===== src/rtl/cache_bus_unit.sv =====
// rtl/cache_bus_unit.sv - L1 cache-bus responder sequencing single-beat memory transactions
// Optional beat watchdog enabled by defining CBU_TIMEOUT_EN.
module cache_bus_unit #(
  parameter int LINE_BEATS     = 8,
  parameter int TIMEOUT_CYCLES = 1023
) (
  input  logic        clk,
  input  logic        rst,
  input  logic        L1_write_through_req,
  input  logic        read_req,
  input  logic        read_line_req,
  input  logic [3:0]  L1_size,
  input  logic [63:0] pa,
  input  logic [63:0] wt_data,
  output logic [63:0] line_data,
  output logic [10:0] addr_count,
  output logic        line_write,
  output logic        cache_entry_write,
  output logic        trans_rdy,
  output logic        bus_error,
  output logic        mem_req,
  output logic        mem_we,
  output logic [63:0] mem_addr,
  output logic [63:0] mem_wdata,
  output logic [3:0]  mem_size,
  input  logic        mem_ack,
  input  logic [63:0] mem_rdata,
  input  logic        mem_err
);
  localparam int BW = $clog2(LINE_BEATS);
  localparam logic [BW-1:0] LAST_BEAT = BW'(LINE_BEATS - 1);

  typedef enum logic [2:0] {IDLE, WT, RD, LINE, DONE, HOLD} state_t;

  state_t        state_q, state_d;
  logic [63:0]   pa_q, pa_d;
  logic [63:0]   wdata_q, wdata_d;
  logic [63:0]   line_data_q, line_data_d;
  logic [3:0]    size_q, size_d;
  logic [BW-1:0] beat_q, beat_d;
  logic [10:0]   addr_count_q, addr_count_d;
  logic          line_write_q, line_write_d;
  logic          gap_q, gap_d;
  logic          err_q, err_d;
  logic          entry_q, entry_d;
  logic          timeout_hit;
  logic          fail;

`ifdef CBU_TIMEOUT_EN
  // Counter sits at zero whenever mem_req is low, so it restarts on each rising edge.
  logic [31:0] tmo_cnt_q, tmo_cnt_d;

  always_comb begin
    tmo_cnt_d = mem_req ? tmo_cnt_q + 32'd1 : 32'd0;
  end

  always_ff @(posedge clk) begin
    if (rst) tmo_cnt_q <= 32'd0;
    else     tmo_cnt_q <= tmo_cnt_d;
  end

  assign timeout_hit = mem_req && (tmo_cnt_q == 32'(TIMEOUT_CYCLES));
`else
  logic unused_timeout_cfg;
  assign unused_timeout_cfg = ^TIMEOUT_CYCLES;
  assign timeout_hit        = 1'b0;
`endif

  assign fail = mem_err || timeout_hit;

  always_ff @(posedge clk) begin
    if (rst) begin
      state_q      <= IDLE;
      pa_q         <= '0;
      wdata_q      <= '0;
      line_data_q  <= '0;
      size_q       <= '0;
      beat_q       <= '0;
      addr_count_q <= '0;
      line_write_q <= 1'b0;
      gap_q        <= 1'b0;
      err_q        <= 1'b0;
      entry_q      <= 1'b0;
    end else begin
      state_q      <= state_d;
      pa_q         <= pa_d;
      wdata_q      <= wdata_d;
      line_data_q  <= line_data_d;
      size_q       <= size_d;
      beat_q       <= beat_d;
      addr_count_q <= addr_count_d;
      line_write_q <= line_write_d;
      gap_q        <= gap_d;
      err_q        <= err_d;
      entry_q      <= entry_d;
    end
  end

  always_comb begin
    state_d      = state_q;
    pa_d         = pa_q;
    wdata_d      = wdata_q;
    line_data_d  = line_data_q;
    size_d       = size_q;
    beat_d       = beat_q;
    addr_count_d = addr_count_q;
    line_write_d = 1'b0;
    gap_d        = gap_q;
    err_d        = err_q;
    entry_d      = entry_q;
    unique case (state_q)
      IDLE: begin
        err_d   = 1'b0;
        entry_d = 1'b0;
        gap_d   = 1'b0;
        beat_d  = '0;
        if (L1_write_through_req || read_line_req || read_req) begin
          pa_d    = pa;
          wdata_d = wt_data;
          size_d  = L1_size;
          if (L1_write_through_req) state_d = WT;
          else if (read_line_req)   state_d = LINE;
          else                      state_d = RD;
        end
      end
      WT, RD: begin
        if (fail) begin
          state_d = DONE;
          err_d   = 1'b1;
        end else if (mem_ack) begin
          state_d = DONE;
          if (state_q == RD) line_data_d = mem_rdata;
        end
      end
      LINE: begin
        // gap_q marks the idle cycle between beats; it also carries the beat's line_write.
        if (gap_q) begin
          gap_d = 1'b0;
          if (beat_q == LAST_BEAT) begin
            state_d = DONE;
            entry_d = 1'b1;
          end else begin
            beat_d = beat_q + BW'(1);
          end
        end else if (fail) begin
          state_d = DONE;
          err_d   = 1'b1;
        end else if (mem_ack) begin
          gap_d        = 1'b1;
          line_write_d = 1'b1;
          line_data_d  = mem_rdata;
          addr_count_d = 11'(beat_q);
        end
      end
      DONE:    state_d = HOLD;
      HOLD:    state_d = IDLE;
      default: state_d = IDLE;
    endcase
  end

  always_comb begin
    mem_req           = 1'b0;
    mem_we            = 1'b0;
    mem_addr          = '0;
    mem_wdata         = '0;
    mem_size          = '0;
    trans_rdy         = 1'b0;
    bus_error         = 1'b0;
    cache_entry_write = 1'b0;
    case (state_q)
      WT: begin
        mem_req   = 1'b1;
        mem_we    = 1'b1;
        mem_addr  = pa_q;
        mem_wdata = wdata_q;
        mem_size  = size_q;
      end
      RD: begin
        mem_req  = 1'b1;
        mem_addr = pa_q;
        mem_size = size_q;
      end
      LINE: begin
        mem_req  = !gap_q;
        mem_addr = {pa_q[63:BW+3], beat_q, 3'b000};
        mem_size = 4'b1000;
      end
      DONE: begin
        trans_rdy         = 1'b1;
        bus_error         = err_q;
        cache_entry_write = entry_q && !err_q;
      end
      default: ;
    endcase
  end

  assign line_data  = line_data_q;
  assign addr_count = addr_count_q;
  assign line_write = line_write_q;

endmodule

===== config.mk =====
export PLATFORM = sky130hd
export DESIGN_NAME = cache_bus_unit
export DESIGN_NICKNAME = d
export VERILOG_FILES = /design/src/rtl/cache_bus_unit.sv
export SDC_FILE = /design/constraint.sdc
export NUM_CORES = 1
export LEC_CHECK = 0
export ABC_AREA = 1
export CAP_MARGIN = 20
export CELL_PAD_IN_SITES_DETAIL_PLACEMENT = 1
export CELL_PAD_IN_SITES_GLOBAL_PLACEMENT = 1
export CORE_ASPECT_RATIO = 1.1
export CORE_UTILIZATION = 27
export CTS_CLUSTER_DIAMETER = 80
export DETAILED_ROUTE_END_ITERATION = 8
export PLACE_DENSITY_LB_ADDON = 0.1
export SYNTH_ARGS = -nofsm -noshare
export SYNTH_HDL_FRONTEND = slang
export SYNTH_SLANG_ARGS = --single-unit

===== constraint.sdc =====
create_clock -name clk -period 1.9 [get_ports clk]
set_input_delay 0.38 -clock clk [delete_from_list [all_inputs] [get_ports clk]]
set_output_delay 0.38 -clock clk [all_outputs]
set_load 0.02 [all_outputs]

==> Yosys cells after proc, flatten, opt, wreduce, memory -nomap -nowiden <==
Cells that the tools add are included.
{ "totals": {"regBits": 209, "in_bits": 203, "out_inout_bits": 213, "word_cells": 88} }
{ "op_classes": {"n_addsub": 1, "n_eq_ne": 18, "mux": 37, "n_bitwise": 3, "n_reduce_logical": 18} }
{ "ops": {"columns": ["op", "count"], "rows": [
  ["$mux W64", 7],
  ["$pmux W64 S2", 2],
  ["$mux W3", 8],
  ["$ne A2 B2 Y1 const B", 8],
  ["$mux W1", 12],
  ["$pmux W3 S4", 1],
  ["$pmux W4 S2", 1],
  ["$reduce_and A4 Y1", 2],
  ["$reduce_and A7 Y1", 1],
  ["$eq A3 B2 Y1 const B", 2],
  ["$eq A3 B3 Y1 const B", 2],
  ["$ne A3 B3 Y1 const B", 2],
  ["$pmux W1 S2", 3],
  ["$pmux W3 S2", 1],
  ["$reduce_and A3 Y1", 2],
  ["$ne A2 B1 Y1 const B", 2],
  ["$reduce_and A2 Y1", 2],
  ["$reduce_bool A2 Y1", 2],
  ["$reduce_or A2 Y1", 2],
  ["$add A3 B1 Y3 const B", 1],
  ["$eq A3 B1 Y1 const B", 1],
  ["$logic_not A3 Y1", 1],
  ["$ne A3 B1 Y1 const B", 1],
  ["$not A1 Y1", 3],
  ["6 further kinds", 8]
]} }

==> Longest topological paths before layout <==
{ "depth": {"depth_word": 5, "mapped_depth": 10, "mapped_depth_nobuf": 10} }

==> Worst setup path after synthesis <==
OpenSTA, ideal clock, no wires.
{ "synth_path": {"kind": "register to output", "startpoint": "register state_q[0]", "endpoint": "output cache_entry_write", "t_arrival_ns": 1.483, "required_time_ns": 1.520, "setup_slack_ns": 0.037, "path_stages_with_launch": 6, "n_path_buf": 0, "path_cell_list": "dfxtp_1 -> nor2_2 -> inv_1 -> nor2_1 -> inv_1 -> nor3_1"} }
{ "synth_between": {"elab_chain_cells": 2} }
{ "synth_rtl": {"columns": ["item", "line", "text"], "rows": [
  ["start, declared", "35", "state_t state_q, state_d;"],
  ["start signal, assigned", "85", "state_q <= state_d;"],
  ["$eq A3 B3 Y1", "170", "case (state_q)"],
  ["$mux W1", "170", null],
  ["end, declared", "18", "output logic cache_entry_write,"]
]} }
No other way between the ends.

==> Final worst setup path <==
{ "layout_path": {"startpoint": "register state_q[2]", "endpoint": "output mem_addr[46]"} }
{ "layout_between": {"elab_chain_cells": 3, "word_cells_on_any_way": 5, "classes_between": "3 x eq/ne; 1 x mux; 1 x reduce/logical"} }
{ "layout_rtl": {"columns": ["item", "line", "text"], "rows": [
  ["$eq A3 B2 Y1 / $eq A3 B1 Y1 (equally long branches)", "170", null],
  ["$reduce_or A2 Y1 (no line)", null, null],
  ["$pmux W64 S2 *", "170", null],
  ["end, declared", "23", "output logic [63:0] mem_addr,"]
]} }
Every way passes the cells marked *; elsewhere a longest branch is shown, timed or not.

==> qor.txt <==
worst setup margin: -0.248 ns
Final Hold Viols: 0
Net count, final: 1735
GR Util All Layers: 19.4%
fillers: 3538
share of the synthesized area in the top cell type: 50.9%
Pwr Density: 1500 nW/µm²
total negative slack: -16.46 ns
CP max-delay cell: dfxtp_2
Worst EP required: 1.52 ns
Root Driver: clkbuf_16
period utilization: 113%
Critical R2R Launch: state_q[0]
Min-Delay Endpoint: line_data[22]
Die Wd: 168 µm
Starting Density: 27.6%
EDFF count, synth: 0
port bufs: 407
count of cell types in the netlist: 22
register area: 4190 µm²
die area: 31100 µm²
remaining antenna violation count: 0
CP startpoint kind: flip-flop
end-of-flow core utilization: 47.7%
sequential power share: 30.2%
Mean Syn Cell Area: 7.44 µm²
first-pass GRT wire length: 47.4 mm
synthesis-stage register bit count: 209
clock latency on the worst-skew pair: 0.51 ns
Comb pwr share: 48.8%
CP Max Fanout: 7
vias per cell: 4.51
most used cell, CP: buf_6
failing checks: setup timing
setup violators final: 128
Worst VDD drop: 0.747 mV
TritonCTS Buffers: 25
HP Class: flip-flop to flip-flop
via count: 8649
leading cell types by count after synthesis: inv_1 (213), dfxtp_1 (209), a21oi_1 (198), o21ai_0 (174), nor2_1 (159)
Mapped Cells: 1104
number of global-route vias before repair: 8539
area of the multi-input gates: 3150 µm²
largest net degree at the start of global routing: 57
Arr. time, crit path: 1.77 ns
r2r setup slk: 0.18 ns
DRT Pass-1 Iters: 4
CP max stage delay: 0.33 ns
WS Path Type: flip-flop to output port
post-synthesis sequential area ratio: 50.9%
Worst setup EP type: output port
ys flop type: dfxtp_1
worst clock skew: 0.00991 ns
Synth async-reset ratio: 0%
post-route minimum period: 2.15 ns
CTS clk-pin slew, worst paths: 0.05 ns
Mapped Area: 8210 µm²
Synth warnings: 0
Final HPWL DP: 23.0 mm
FF-to-FF End: line_data[13]
top-count cell post-synth: inv_1
initial antenna violation count: 1
Max-Cap Viols: 0
drc violations: 0
status: finished, violations left
I/O Pins: 416
Min-Delay Path Depth: 2
largest cells by area after synthesis: dfxtp_1 (51%), a21oi_1 (12%), o21ai_0 (11%)
core area: 29700 µm²
Int Power: 13.0 mW
share of layout cells above drive strength 1: 19.7%
Max Slew Vio Count: 0
Clock Tree Buf Depth: 3
gr ovfl total: 0
CTS HTree Levels: 1
CTS Sinks: 209
Cell Rows: 66
Sw Ratio: 39.0%
Overall Power: 21.2 mW
leakage power: 5.90 nW
Area Growth Syn to Fin: 72.5%
RSZ-0062 raised after global routing: yes
wire per inst: 16.4 µm
fmax: 0.465 GHz
die height: 185 µm
worst hold start: line_data[22]
CP cell instances: buf_6, nor2_4, clkinv_4, buf_12, clkbuf_16, nor2_2, buf_6
initial drt markers: 349
switching pwr: 8.28 mW
reg2reg path depth: 9
clock share of power: 21.0%
total wire length: 31.5 mm
GP Congestion: 0.769
TritonCTS clock tree: built
Yosys top cell by area: dfxtp_1
-- power by group through the flow --
stage	sequential [mW]	combinational [mW]	clock [mW]
CTS	6.42	10.2	4.63
detailed placement	6.49	9.26	0
global route	6.58	11.3	4.80
global placement	6.42	9.12	0
floorplan	6.65	4.76	0
finish	6.41	10.4	4.46
-- worst max-delay path by stage --
stage,slack [ns],depth (start not counted),from,to
after floorplan,0.04,5,state_q[0],cache_entry_write
after global placement,-0.21,6,state_q[0],cache_entry_write
after detailed placement,-0.24,6,state_q[0],cache_entry_write
after CTS,-0.23,7,state_q[0],mem_addr[7]
after global routing,-0.31,8,state_q[2],mem_size[0]
final,-0.25,7,state_q[2],mem_addr[46]
-- stage by stage --
| stage | area [µm²] | hold WS (ns) | setup WS [ns] | std cells |
|---|---|---|---|---|
| 3_5_place_dp | 13100 | 0.436 | -0.238 | 1865 |
| 3_3_place_gp | 13100 | 0.429 | -0.211 | 1865 |
| 2_1_floorplan | 8240 | 0.429 | 0.0371 | 1111 |
| 6_report | 14200 | 0.440 | -0.248 | 1916 |
| 5_1_grt | 14200 | 0.454 | -0.315 | 1915 |
| 4_1_cts | 14000 | 0.445 | -0.234 | 1913 |
-- flip-flops by register name, indices dropped and copies added (netlist names) --
signal / count
beat_q: 3
entry_q: 1
addr_count: 3
line_write: 1
size_q: 4
line_data: 64
wdata_q: 64
state_q: 3
gap_q: 1
pa_q: 64
err_q: 1
-- what timing repair did --
action	4_1_cts	5_1_grt
cloned	3	1
pin swaps	4	6
gates resized for setup	762	48
endpoints found under the setup margin	141	146
endpoints found under the hold margin	0	0
setup buffers	7	1
hold buffers	0	0
-- cell usage in the layout, fill, tap and decap left out, drive strengths merged --
cell and instances:
bufinv 1, nor2 161, ha 2, nand3 8, a22o 2, dlymetal6s2s 9
buf 206, conb 8, clkinv 2, o21ai 205, clkdlybuf4s50 257, dfxtp 209
nand2 15, nor3 2, clkbuf 37, o32ai 2, a21oi 198, diode 1
inv 213, dlygate4sd2 4
-- critical path, delay by kind of cell, from the launching register on --
family / cells / cell delay, ns
buf+inv: 5 / 0.68
flops: 1 / 0.33
simple gates: 2 / 0.24
-- cells by family (layout without fill, tap and decap cells) --
| logic type | after synthesis | in the layout | share of synthesized area [%] |
|---|---|---|---|
| DFF | 209 | 209 | 50.9 |
| buffers and inverters | 299 | 729 | 14.9 |
| adders and majority gates | 2 | 2 | 0.305 |
| and+or+nand+nor | 186 | 186 | 8.83 |
| other | 1 | 9 | 0.0457 |
| AOI/OAI and AO/OA | 407 | 407 | 25.0 |
-- area by class of cell --
type / instances / share of cell area [%]
flip-flops and latches: 209 / 29.6
clock buffers: 36 / 4.99
repair buffers: 477 / 33.9
multi-input cells: 603 / 22.3
diodes: 1 / 0.0177
clock inverters: 2 / 0.247
inverters: 214 / 5.72
well taps: 374 / 3.30
-- routing by layer --
metal | vias up | track usage (%) | wire length (µm)
met2 | 258 | 36.1 | 16000
met1 | 4042 | 21.6 | 12400
met5 | - | 0 | 0
met3 | 35 | 5.81 | 2520
li1 | 4314 | - | -
met4 | 0 | 4.22 | 478
(Power assumes the default switching activity.)
